`config.mk`:
```
export PLATFORM = sky130hd
export DESIGN_NAME = mem_req_arbiter_n_flat
export DESIGN_NICKNAME = d
export VERILOG_FILES = /design/src/rtl/mem_req_arbiter_n_if.sv /design/src/rtl/mem_req_arbiter_n.sv /design/src/flat_wrapper.sv
export SDC_FILE = /design/constraint.sdc
export NUM_CORES = 1
export LEC_CHECK = 0
export CORE_AREA = 2 2 202 204
export CTS_CLUSTER_DIAMETER = 150
export DETAILED_ROUTE_END_ITERATION = 7
export DIE_AREA = 0 0 204 206
export GPL_ROUTABILITY_DRIVEN = 0
export PLACE_DENSITY_LB_ADDON = 0.1
export SYNTH_ARGS = -nofsm -noshare
export SYNTH_HDL_FRONTEND = slang
export SYNTH_SLANG_ARGS = --single-unit
```
`constraint.sdc`:
```
create_clock -name clk -period 4.5 [get_ports clk]
set_input_delay 0.45 -clock clk [delete_from_list [all_inputs] [get_ports clk]]
set_output_delay 0.45 -clock clk [all_outputs]
set_load 0.1 [all_outputs]
```
`src/rtl/mem_req_arbiter_n_if.sv`:
```
// Bus bundle for mem_req_arbiter_n: requester-side channels plus the single
// downstream memory port. The arbiter uses the slave view; the requesters and
// the memory model together form the master view.
interface mem_req_arbiter_n_if #(
    parameter int N_CH      = 2,
    parameter int ADDR_W    = 32,
    parameter int DATA_W    = 128,
    parameter int CH_TAG_W  = 2,
    parameter int OPC_W     = 5,
    parameter int MAX_OUTST = 4
);
    localparam int SLOT_W = $clog2(MAX_OUTST);
    localparam int CH_W   = (N_CH > 1) ? $clog2(N_CH) : 1;

    logic [N_CH-1:0]          ch_req_valid;
    logic [N_CH-1:0]          ch_req_ack;
    logic [N_CH*ADDR_W-1:0]   ch_req_addr;
    logic [N_CH*DATA_W-1:0]   ch_req_store_data;
    logic [N_CH*CH_TAG_W-1:0] ch_req_tag;
    logic [N_CH*OPC_W-1:0]    ch_req_opcode;
    logic [N_CH-1:0]          ch_rsp_valid;
    logic [CH_TAG_W-1:0]      ch_rsp_tag;

    logic                     mem_req_valid;
    logic                     mem_req_ack;
    logic [ADDR_W-1:0]        mem_req_addr;
    logic [DATA_W-1:0]        mem_req_store_data;
    logic [OPC_W-1:0]         mem_req_opcode;
    logic [SLOT_W-1:0]        mem_req_tag;
    logic [CH_W-1:0]          mem_req_ch;
    logic                     mem_rsp_valid;
    logic [SLOT_W-1:0]        mem_rsp_tag;

    logic [SLOT_W:0]          outstanding;
    logic                     idle;
    logic                     rsp_err;

    modport slave (
        input  ch_req_valid, ch_req_addr, ch_req_store_data, ch_req_tag, ch_req_opcode,
        input  mem_req_ack, mem_rsp_valid, mem_rsp_tag,
        output ch_req_ack, ch_rsp_valid, ch_rsp_tag,
        output mem_req_valid, mem_req_addr, mem_req_store_data, mem_req_opcode,
        output mem_req_tag, mem_req_ch, outstanding, idle, rsp_err
    );

    modport master (
        output ch_req_valid, ch_req_addr, ch_req_store_data, ch_req_tag, ch_req_opcode,
        output mem_req_ack, mem_rsp_valid, mem_rsp_tag,
        input  ch_req_ack, ch_rsp_valid, ch_rsp_tag,
        input  mem_req_valid, mem_req_addr, mem_req_store_data, mem_req_opcode,
        input  mem_req_tag, mem_req_ch, outstanding, idle, rsp_err
    );
endinterface

```
`src/rtl/mem_req_arbiter_n.sv`:
```
// N-channel round-robin arbiter merging cache-line requests onto one memory
// port. Each grant takes the lowest free in-flight slot; the slot remembers
// the source channel and requester tag so responses can be routed back.
// Grants and response routing are suppressed while reset is asserted so no
// handshake completes in a cycle whose state is being discarded.
module mem_req_arbiter_n #(
    parameter int N_CH      = 2,
    parameter int ADDR_W    = 32,
    parameter int DATA_W    = 128,
    parameter int CH_TAG_W  = 2,
    parameter int OPC_W     = 5,
    parameter int MAX_OUTST = 4
) (
    input  logic clk,
    input  logic reset,
    mem_req_arbiter_n_if.slave bus
);
    localparam int SLOT_W = $clog2(MAX_OUTST);
    localparam int CH_W   = (N_CH > 1) ? $clog2(N_CH) : 1;
    localparam logic [CH_W:0]   N_CH_V   = (CH_W+1)'(N_CH);
    localparam logic [CH_W-1:0] LAST_RST = CH_W'(N_CH - 1);
    localparam logic [N_CH-1:0] ONE_CH   = {{(N_CH-1){1'b0}}, 1'b1};

    logic [MAX_OUTST-1:0] busy_q, busy_d;
    logic [CH_W-1:0]      slot_ch_q  [MAX_OUTST];
    logic [CH_W-1:0]      slot_ch_d  [MAX_OUTST];
    logic [CH_TAG_W-1:0]  slot_tag_q [MAX_OUTST];
    logic [CH_TAG_W-1:0]  slot_tag_d [MAX_OUTST];
    logic [CH_W-1:0]      last_gnt_q, last_gnt_d;
    logic                 mem_req_valid_q, mem_req_valid_d;
    logic [ADDR_W-1:0]    addr_q, addr_d;
    logic [DATA_W-1:0]    data_q, data_d;
    logic [OPC_W-1:0]     opc_q, opc_d;
    logic [SLOT_W-1:0]    tag_q, tag_d;
    logic [CH_W-1:0]      ch_q, ch_d;
    logic [SLOT_W:0]      outstanding_q, outstanding_d;
    logic                 rsp_err_q, rsp_err_d;

    logic                 free_found;
    logic [SLOT_W-1:0]    free_slot;
    logic                 sel_found;
    logic [CH_W-1:0]      sel;
    logic [ADDR_W-1:0]    sel_addr;
    logic [DATA_W-1:0]    sel_data;
    logic [OPC_W-1:0]     sel_opc;
    logic [CH_TAG_W-1:0]  sel_tag;
    logic                 can_issue;
    logic                 grant;
    logic                 rsp_hit;
    logic                 rsp_stray;

    // Lowest-index free slot, taken from the registered table so a slot being
    // freed this cycle only becomes allocatable next cycle.
    always_comb begin
        free_found = 1'b0;
        free_slot  = '0;
        for (int i = MAX_OUTST - 1; i >= 0; i--) begin
            if (!busy_q[i]) begin
                free_found = 1'b1;
                free_slot  = SLOT_W'(i);
            end
        end
    end

    // Round-robin pick: first valid channel after last_gnt, wrapping at N_CH.
    always_comb begin
        logic [CH_W:0] cand;
        cand      = '0;
        sel_found = 1'b0;
        sel       = '0;
        for (int k = N_CH; k >= 1; k--) begin
            cand = {1'b0, last_gnt_q} + (CH_W+1)'(k);
            if (cand >= N_CH_V) begin
                cand = cand - N_CH_V;
            end
            if (bus.ch_req_valid[cand[CH_W-1:0]]) begin
                sel_found = 1'b1;
                sel       = cand[CH_W-1:0];
            end
        end
    end

    // Payload mux for the selected channel.
    always_comb begin
        sel_addr = '0;
        sel_data = '0;
        sel_opc  = '0;
        sel_tag  = '0;
        for (int i = 0; i < N_CH; i++) begin
            if (sel == CH_W'(i)) begin
                sel_addr = bus.ch_req_addr[i*ADDR_W +: ADDR_W];
                sel_data = bus.ch_req_store_data[i*DATA_W +: DATA_W];
                sel_opc  = bus.ch_req_opcode[i*OPC_W +: OPC_W];
                sel_tag  = bus.ch_req_tag[i*CH_TAG_W +: CH_TAG_W];
            end
        end
    end

    assign can_issue = (!mem_req_valid_q || bus.mem_req_ack) && free_found;
    assign grant     = !reset && can_issue && sel_found;
    assign rsp_hit   = !reset && bus.mem_rsp_valid && busy_q[bus.mem_rsp_tag];
    assign rsp_stray = !reset && bus.mem_rsp_valid && !busy_q[bus.mem_rsp_tag];

    // Next-state: slot table, output register, counters and sticky error.
    always_comb begin
        busy_d          = busy_q;
        slot_ch_d       = slot_ch_q;
        slot_tag_d      = slot_tag_q;
        last_gnt_d      = last_gnt_q;
        mem_req_valid_d = mem_req_valid_q;
        addr_d          = addr_q;
        data_d          = data_q;
        opc_d           = opc_q;
        tag_d           = tag_q;
        ch_d            = ch_q;
        rsp_err_d       = rsp_err_q | rsp_stray;

        if (rsp_hit) begin
            busy_d[bus.mem_rsp_tag] = 1'b0;
        end

        if (grant) begin
            busy_d[free_slot]     = 1'b1;
            slot_ch_d[free_slot]  = sel;
            slot_tag_d[free_slot] = sel_tag;
            last_gnt_d            = sel;
            mem_req_valid_d       = 1'b1;
            addr_d                = sel_addr;
            data_d                = sel_data;
            opc_d                 = sel_opc;
            tag_d                 = free_slot;
            ch_d                  = sel;
        end else if (bus.mem_req_ack) begin
            mem_req_valid_d = 1'b0;
        end

        outstanding_d = outstanding_q + {{SLOT_W{1'b0}}, grant} - {{SLOT_W{1'b0}}, rsp_hit};
    end

    // State registers with synchronous reset.
    always_ff @(posedge clk) begin
        if (reset) begin
            busy_q          <= '0;
            last_gnt_q      <= LAST_RST;
            mem_req_valid_q <= 1'b0;
            addr_q          <= '0;
            data_q          <= '0;
            opc_q           <= '0;
            tag_q           <= '0;
            ch_q            <= '0;
            outstanding_q   <= '0;
            rsp_err_q       <= 1'b0;
            for (int i = 0; i < MAX_OUTST; i++) begin
                slot_ch_q[i]  <= '0;
                slot_tag_q[i] <= '0;
            end
        end else begin
            busy_q          <= busy_d;
            last_gnt_q      <= last_gnt_d;
            mem_req_valid_q <= mem_req_valid_d;
            addr_q          <= addr_d;
            data_q          <= data_d;
            opc_q           <= opc_d;
            tag_q           <= tag_d;
            ch_q            <= ch_d;
            outstanding_q   <= outstanding_d;
            rsp_err_q       <= rsp_err_d;
            slot_ch_q       <= slot_ch_d;
            slot_tag_q      <= slot_tag_d;
        end
    end

    assign bus.ch_req_ack         = grant ? (ONE_CH << sel) : '0;
    assign bus.ch_rsp_valid       = rsp_hit ? (ONE_CH << slot_ch_q[bus.mem_rsp_tag]) : '0;
    assign bus.ch_rsp_tag         = rsp_hit ? slot_tag_q[bus.mem_rsp_tag] : '0;
    assign bus.mem_req_valid      = mem_req_valid_q;
    assign bus.mem_req_addr       = addr_q;
    assign bus.mem_req_store_data = data_q;
    assign bus.mem_req_opcode     = opc_q;
    assign bus.mem_req_tag        = tag_q;
    assign bus.mem_req_ch         = ch_q;
    assign bus.outstanding        = outstanding_q;
    assign bus.idle               = (outstanding_q == '0) && !mem_req_valid_q;
    assign bus.rsp_err            = rsp_err_q;
endmodule

```
`src/flat_wrapper.sv`:
```
// flat-port wrapper written by rule: the top's interface ports become plain ports
module mem_req_arbiter_n_flat 
#(
    parameter int N_CH      = 2,
    parameter int ADDR_W    = 32,
    parameter int DATA_W    = 128,
    parameter int CH_TAG_W  = 2,
    parameter int OPC_W     = 5,
    parameter int MAX_OUTST = 4
)
  (clk, reset, bus_ch_req_valid, bus_ch_req_addr, bus_ch_req_store_data, bus_ch_req_tag, bus_ch_req_opcode, bus_mem_req_ack, bus_mem_rsp_valid, bus_mem_rsp_tag, bus_ch_req_ack, bus_ch_rsp_valid, bus_ch_rsp_tag, bus_mem_req_valid, bus_mem_req_addr, bus_mem_req_store_data, bus_mem_req_opcode, bus_mem_req_tag, bus_mem_req_ch, bus_outstanding, bus_idle, bus_rsp_err);
  mem_req_arbiter_n_if #(.N_CH(N_CH), .ADDR_W(ADDR_W), .DATA_W(DATA_W), .CH_TAG_W(CH_TAG_W), .OPC_W(OPC_W), .MAX_OUTST(MAX_OUTST)) bus_i ();
  input  logic clk;
  input  logic reset;
  input wire logic [$bits(bus_i.ch_req_valid)-1:0] bus_ch_req_valid;
  input wire logic [$bits(bus_i.ch_req_addr)-1:0] bus_ch_req_addr;
  input wire logic [$bits(bus_i.ch_req_store_data)-1:0] bus_ch_req_store_data;
  input wire logic [$bits(bus_i.ch_req_tag)-1:0] bus_ch_req_tag;
  input wire logic [$bits(bus_i.ch_req_opcode)-1:0] bus_ch_req_opcode;
  input wire logic [$bits(bus_i.mem_req_ack)-1:0] bus_mem_req_ack;
  input wire logic [$bits(bus_i.mem_rsp_valid)-1:0] bus_mem_rsp_valid;
  input wire logic [$bits(bus_i.mem_rsp_tag)-1:0] bus_mem_rsp_tag;
  output wire logic [$bits(bus_i.ch_req_ack)-1:0] bus_ch_req_ack;
  output wire logic [$bits(bus_i.ch_rsp_valid)-1:0] bus_ch_rsp_valid;
  output wire logic [$bits(bus_i.ch_rsp_tag)-1:0] bus_ch_rsp_tag;
  output wire logic [$bits(bus_i.mem_req_valid)-1:0] bus_mem_req_valid;
  output wire logic [$bits(bus_i.mem_req_addr)-1:0] bus_mem_req_addr;
  output wire logic [$bits(bus_i.mem_req_store_data)-1:0] bus_mem_req_store_data;
  output wire logic [$bits(bus_i.mem_req_opcode)-1:0] bus_mem_req_opcode;
  output wire logic [$bits(bus_i.mem_req_tag)-1:0] bus_mem_req_tag;
  output wire logic [$bits(bus_i.mem_req_ch)-1:0] bus_mem_req_ch;
  output wire logic [$bits(bus_i.outstanding)-1:0] bus_outstanding;
  output wire logic [$bits(bus_i.idle)-1:0] bus_idle;
  output wire logic [$bits(bus_i.rsp_err)-1:0] bus_rsp_err;
  assign bus_i.ch_req_valid = bus_ch_req_valid;
  assign bus_i.ch_req_addr = bus_ch_req_addr;
  assign bus_i.ch_req_store_data = bus_ch_req_store_data;
  assign bus_i.ch_req_tag = bus_ch_req_tag;
  assign bus_i.ch_req_opcode = bus_ch_req_opcode;
  assign bus_i.mem_req_ack = bus_mem_req_ack;
  assign bus_i.mem_rsp_valid = bus_mem_rsp_valid;
  assign bus_i.mem_rsp_tag = bus_mem_rsp_tag;
  assign bus_ch_req_ack = bus_i.ch_req_ack;
  assign bus_ch_rsp_valid = bus_i.ch_rsp_valid;
  assign bus_ch_rsp_tag = bus_i.ch_rsp_tag;
  assign bus_mem_req_valid = bus_i.mem_req_valid;
  assign bus_mem_req_addr = bus_i.mem_req_addr;
  assign bus_mem_req_store_data = bus_i.mem_req_store_data;
  assign bus_mem_req_opcode = bus_i.mem_req_opcode;
  assign bus_mem_req_tag = bus_i.mem_req_tag;
  assign bus_mem_req_ch = bus_i.mem_req_ch;
  assign bus_outstanding = bus_i.outstanding;
  assign bus_idle = bus_i.idle;
  assign bus_rsp_err = bus_i.rsp_err;
  mem_req_arbiter_n #(.N_CH(N_CH), .ADDR_W(ADDR_W), .DATA_W(DATA_W), .CH_TAG_W(CH_TAG_W), .OPC_W(OPC_W), .MAX_OUTST(MAX_OUTST)) u_core (.clk(clk), .reset(reset), .bus(bus_i));
endmodule
```
==> impl_metrics.csv <==
group,metric,value,unit
power,powerDensity,416.6,nW/µm²
synthesis,synth_top_family_by_area,"compound AO/OA/AOI/OAI gates",
detailed_routing,detail-route-antenna-nets,0,
power,p_int,0.003469,W
floorplanning,initial_core_util,19.03,%
timing,rsz0062_at_grt,"false",
timing,max_slew_margin,21.32,%
power,power_frac_seq,33.6,%
worst_setup_path,startpoint,"reset",
synthesis,ys.warnings.count,0,
detailed_routing,via_per_inst,4.616,
worst_setup_path,cp.arrival,2350,ps
clock_tree,cts_buffers,17,
power,swShare,39.88,%
run,max_cap_violations,0,
detailed_routing,first_pass_iters,4,
clock_tree,cts_root_buffer,"clkbuf_16",
cells_and_area,area_growth,81.09,%
synthesis,netlist_area,7649,µm²
synthesis,ys_ff_latch,190,
detailed_routing,num_vias,7893,
synthesis,synth-edff-count,0,
timing,fmax,0.3573,GHz
power,p_comb_share,37.5,%
cells_and_area,utilization,34.47,%
timing,fin_crit_sh,62.19,%
floorplanning,core_area,40180,µm²
detailed_routing,drtIter0Drc,374,
synthesis,synth_area_per_cell,10.99,µm²
cells_and_area,num_antenna_cells,0,
floorplanning,ios,522,
global_routing,antenna_found_initial,3,
detailed_routing,met2_wirelength,17.18,mm
clock_tree,clkTransAtPathRegs,70,ps
synthesis,yosys.area_share.adder,0.5889,%
worst_setup_path,reg2reg_from,"u_core.busy_q[2]$_SDFF_PP0_",
global_routing,grt_pass1_vias,7839,
floorplanning,rows,74,
global_routing,grt_max_degree,166,
global_routing,grtUsageTotal,16.42,%
timing,period_needed,2798,ps
detailed_routing,routedWlPerCell,21.13,µm
timing,tns,0,ps
detailed_routing,m1WireLength,14.39,mm
timing,hold_ws,472.7,ps
clock_tree,tritoncts,"done",
worst_setup_path,endpoint,"bus_ch_req_ack[0]",
status,status,"complete, no violations",
synthesis,synth_top_area_share,49.73,%
detailed_routing,drt_drc_violations_left,0,
synthesis,yosysTopAreaCell,"dfxtp_1",
cells_and_area,drive_gt1_share,5.178,%
worst_setup_path,required,4050,ps
cells_and_area,finalNetCount,1510,
clock_tree,cts-resized-gates,0,
synthesis,ys_types,39,
timing,final.setup_skew,13.49,ps
clock_tree,cts_hold_buf,0,
clock_tree,clock_latency,460,ps
timing,hold_violations,0,
synthesis,synthMuxAreaShare,2.519,%
synthesis,synth_compound_area_share,23.38,%
power,vdd.ir_drop.worst,0.2220,mV
min_path,hp-class,"register to register",
worst_setup_path,endpoint_kind,"output port",
timing,tightest_slew,1180,ps
placed_design,hpwl,24.81,mm
clock_tree,cts.path.max_buffers,2,
synthesis,syn-instance-count,696,
worst_setup_path,start_kind,"input port",
clock_tree,clock_sinks,190,
floorplanning,die_h,206,µm
power,p_sw,0.002301,W
power,clockPowerShare,28.9,%
synthesis,synth-seq-area-share,49.73,%
synthesis,yosys_most_used_dff,"dfxtp_1",
timing,slew_violations,0,
floorplanning,die_area,42020,µm²
detailed_routing,wl_met3,3.662,mm
power,p_leak,5.710,nW
worst_setup_path,worstRegToRegCells,10,
synthesis,synthTopCellsByArea,"dfxtp_1 (50%), a221o_1 (22%), and3_1 (13%)",
worst_setup_path,reg2reg_to,"u_core.bus.outstanding[2]$_SDFF_PP0_",
synthesis,synth-simple-area-share,17.44,%
synthesis,synthesis.nets,1041,
floorplanning,die_w,204,µm
synthesis,synth-xor-area-share,0.2290,%
placed_design,port-buffer-count,521,
synthesis,async_reset_ff_share,0,%
clock_tree,htreeDepth,4,
global_routing,grt_pass1_wl,51.32,mm
detailed_routing,routed_wl,36.13,mm
worst_setup_path,r2r_slack,2150,ps
timing,setup_violations,0,
clock_tree,cts_setup_buffers,0,
detailed_routing,top_layer,"met5",
worst_setup_path,critPathKind,"input port to output port",
global_routing,grt_overflow,0,
worst_setup_path,path_max_fanout,91,
routing by layer:
layer | vias up | GRT usage [%]
met5 | - | 0
met3 | 41 | 6.733
met4 | 6 | 5.952
li1 | 3719 | -
met1 | 3751 | 19.06
met2 | 376 | 27.17
cells in the mapped netlist (2+ instances only):
master	count
dfxtp_1	190
a221o_1	165
and3_1	165
buf_2	38
clkbuf_1	25
nor2_1	21
buf_6	13
a211oi_1	8
a21oi_1	8
inv_1	8
mux2i_1	8
nor2b_1	5
mux4_2	4
nand2_1	4
buf_1	2
ha_1	2
mux2_2	2
nand2b_1	2
nand3_1	2
nand3b_1	2
nand4_2	2
nand4b_1	2
nor4_2	2
layout by cell type (no fill, tap or decap), types with 2 or more instances in the layout:
cell type | Yosys | layout
ha_1 | 2 | 2
clkbuf_16 | 0 | 17
mux4_2 | 4 | 4
buf_4 | 0 | 8
a21oi_1 | 8 | 8
nand3b_1 | 2 | 2
nand2_1 | 4 | 4
clkbuf_8 | 0 | 5
nand4_2 | 2 | 2
clkdlybuf4s50_1 | 0 | 515
clkinv_2 | 0 | 3
mux2i_1 | 8 | 8
and3_1 | 165 | 165
nor2b_1 | 5 | 5
a221o_1 | 165 | 165
nand4b_1 | 2 | 2
nand3_1 | 2 | 2
nor4_2 | 2 | 2
a211oi_1 | 8 | 8
nor2_1 | 21 | 21
nand2b_1 | 2 | 2
bufinv_16 | 0 | 3
buf_12 | 0 | 5
dfxtp_1 | 190 | 190
mux2_2 | 2 | 2
inv_1 | 8 | 8
worst max-delay path, cell delays in order:
cell and delay, ps:
clkdlybuf4s50_1 400, buf_4 250, inv_1 190, nand4_2 200, nor2_4 190, buf_12 350
buf_12 250
cell type report:
| cell class | instances | area (µm²) |
|---|---|---|
| clock buffers | 23 | 498.0 |
| clock inverters | 9 | 130.1 |
| fillers | 4056 | 26330 |
| inverters | 8 | 30.03 |
| multi-input cells | 420 | 3408 |
| flip-flops and latches | 190 | 3804 |
| well taps | 532 | 665.6 |
| repair buffers | 528 | 5315 |
cell families (layout without fill, tap and decap cells):
kind of cell | count (synthesis) | count (layout)
and+or+nand+nor | 215 | 215
DFF | 190 | 190
AOI/OAI and AO/OA | 186 | 186
buffers and inverters | 86 | 568
muxes | 14 | 14
adders and majority gates | 3 | 3
xor gates and xnor gates | 2 | 2
how the worst min path moves through the flow:
| stage | start | to | slack (ps) | cells past startpoint |
|---|---|---|---|---|
| 6_report | u_core.bus.rsp_err$_SDFF_PP0_ | u_core.bus.rsp_err$_SDFF_PP0_ | 470 | 2 |
| 5_1_grt | u_core.bus.mem_req_store_data[16]$_SDFFE_PP0P_ | u_core.bus.mem_req_store_data[16]$_SDFFE_PP0P_ | 500 | 1 |
| 4_1_cts | u_core.bus.rsp_err$_SDFF_PP0_ | u_core.bus.rsp_err$_SDFF_PP0_ | 490 | 2 |
| 3_5_place_dp | u_core.bus.mem_req_store_data[102]$_SDFFE_PP0P_ | u_core.bus.mem_req_store_data[102]$_SDFFE_PP0P_ | 470 | 1 |
| 3_3_place_gp | u_core.bus.rsp_err$_SDFF_PP0_ | u_core.bus.rsp_err$_SDFF_PP0_ | 470 | 2 |
| 2_1_floorplan | u_core.last_gnt_q$_SDFFE_PP1P_ | u_core.last_gnt_q$_SDFFE_PP1P_ | 440 | 1 |
state kept, by name, indices dropped and copies added (netlist names):
| name | cells |
|---|---|
| u_core.bus.mem_req_store_data | 128 |
| u_core.bus.rsp_err | 1 |
| u_core.slot_ch_q | 4 |
| u_core.bus.mem_req_addr | 32 |
| u_core.last_gnt_q | 1 |
| u_core.bus.mem_req_tag | 2 |
| u_core.slot_tag_q | 8 |
| u_core.bus.mem_req_ch | 1 |
| u_core.bus.mem_req_opcode | 5 |
| u_core.busy_q | 4 |
| u_core.bus.mem_req_valid | 1 |
| u_core.bus.outstanding | 3 |
per-stage QoR:
stage                     worst slack (ps)  std cells  power, W  area (µm²)
after detailed placement              1314       1678  0.004146       13220
after global routing                  1578       1710  0.005981       13850
after CTS                             1653       1710  0.005850       13850
final                                 1702       1710  0.005770       13850
after floorplan                      345.7        696  0.003416        7649
after global placement                1337       1678  0.004151       13220
power groups by stage:
| stage | logic, W | clock network, W | registers, W |
|---|---|---|---|
| final | 0.00216 | 0.00167 | 0.00194 |
| after CTS | 0.00218 | 0.00173 | 0.00194 |
| after global routing | 0.00223 | 0.00179 | 0.00196 |
| after floorplan | 0.000353 | 0 | 0.00306 |
| after detailed placement | 0.00217 | 0 | 0.00197 |
| after global placement | 0.00218 | 0 | 0.00197 |
(Power assumes the default switching activity.)
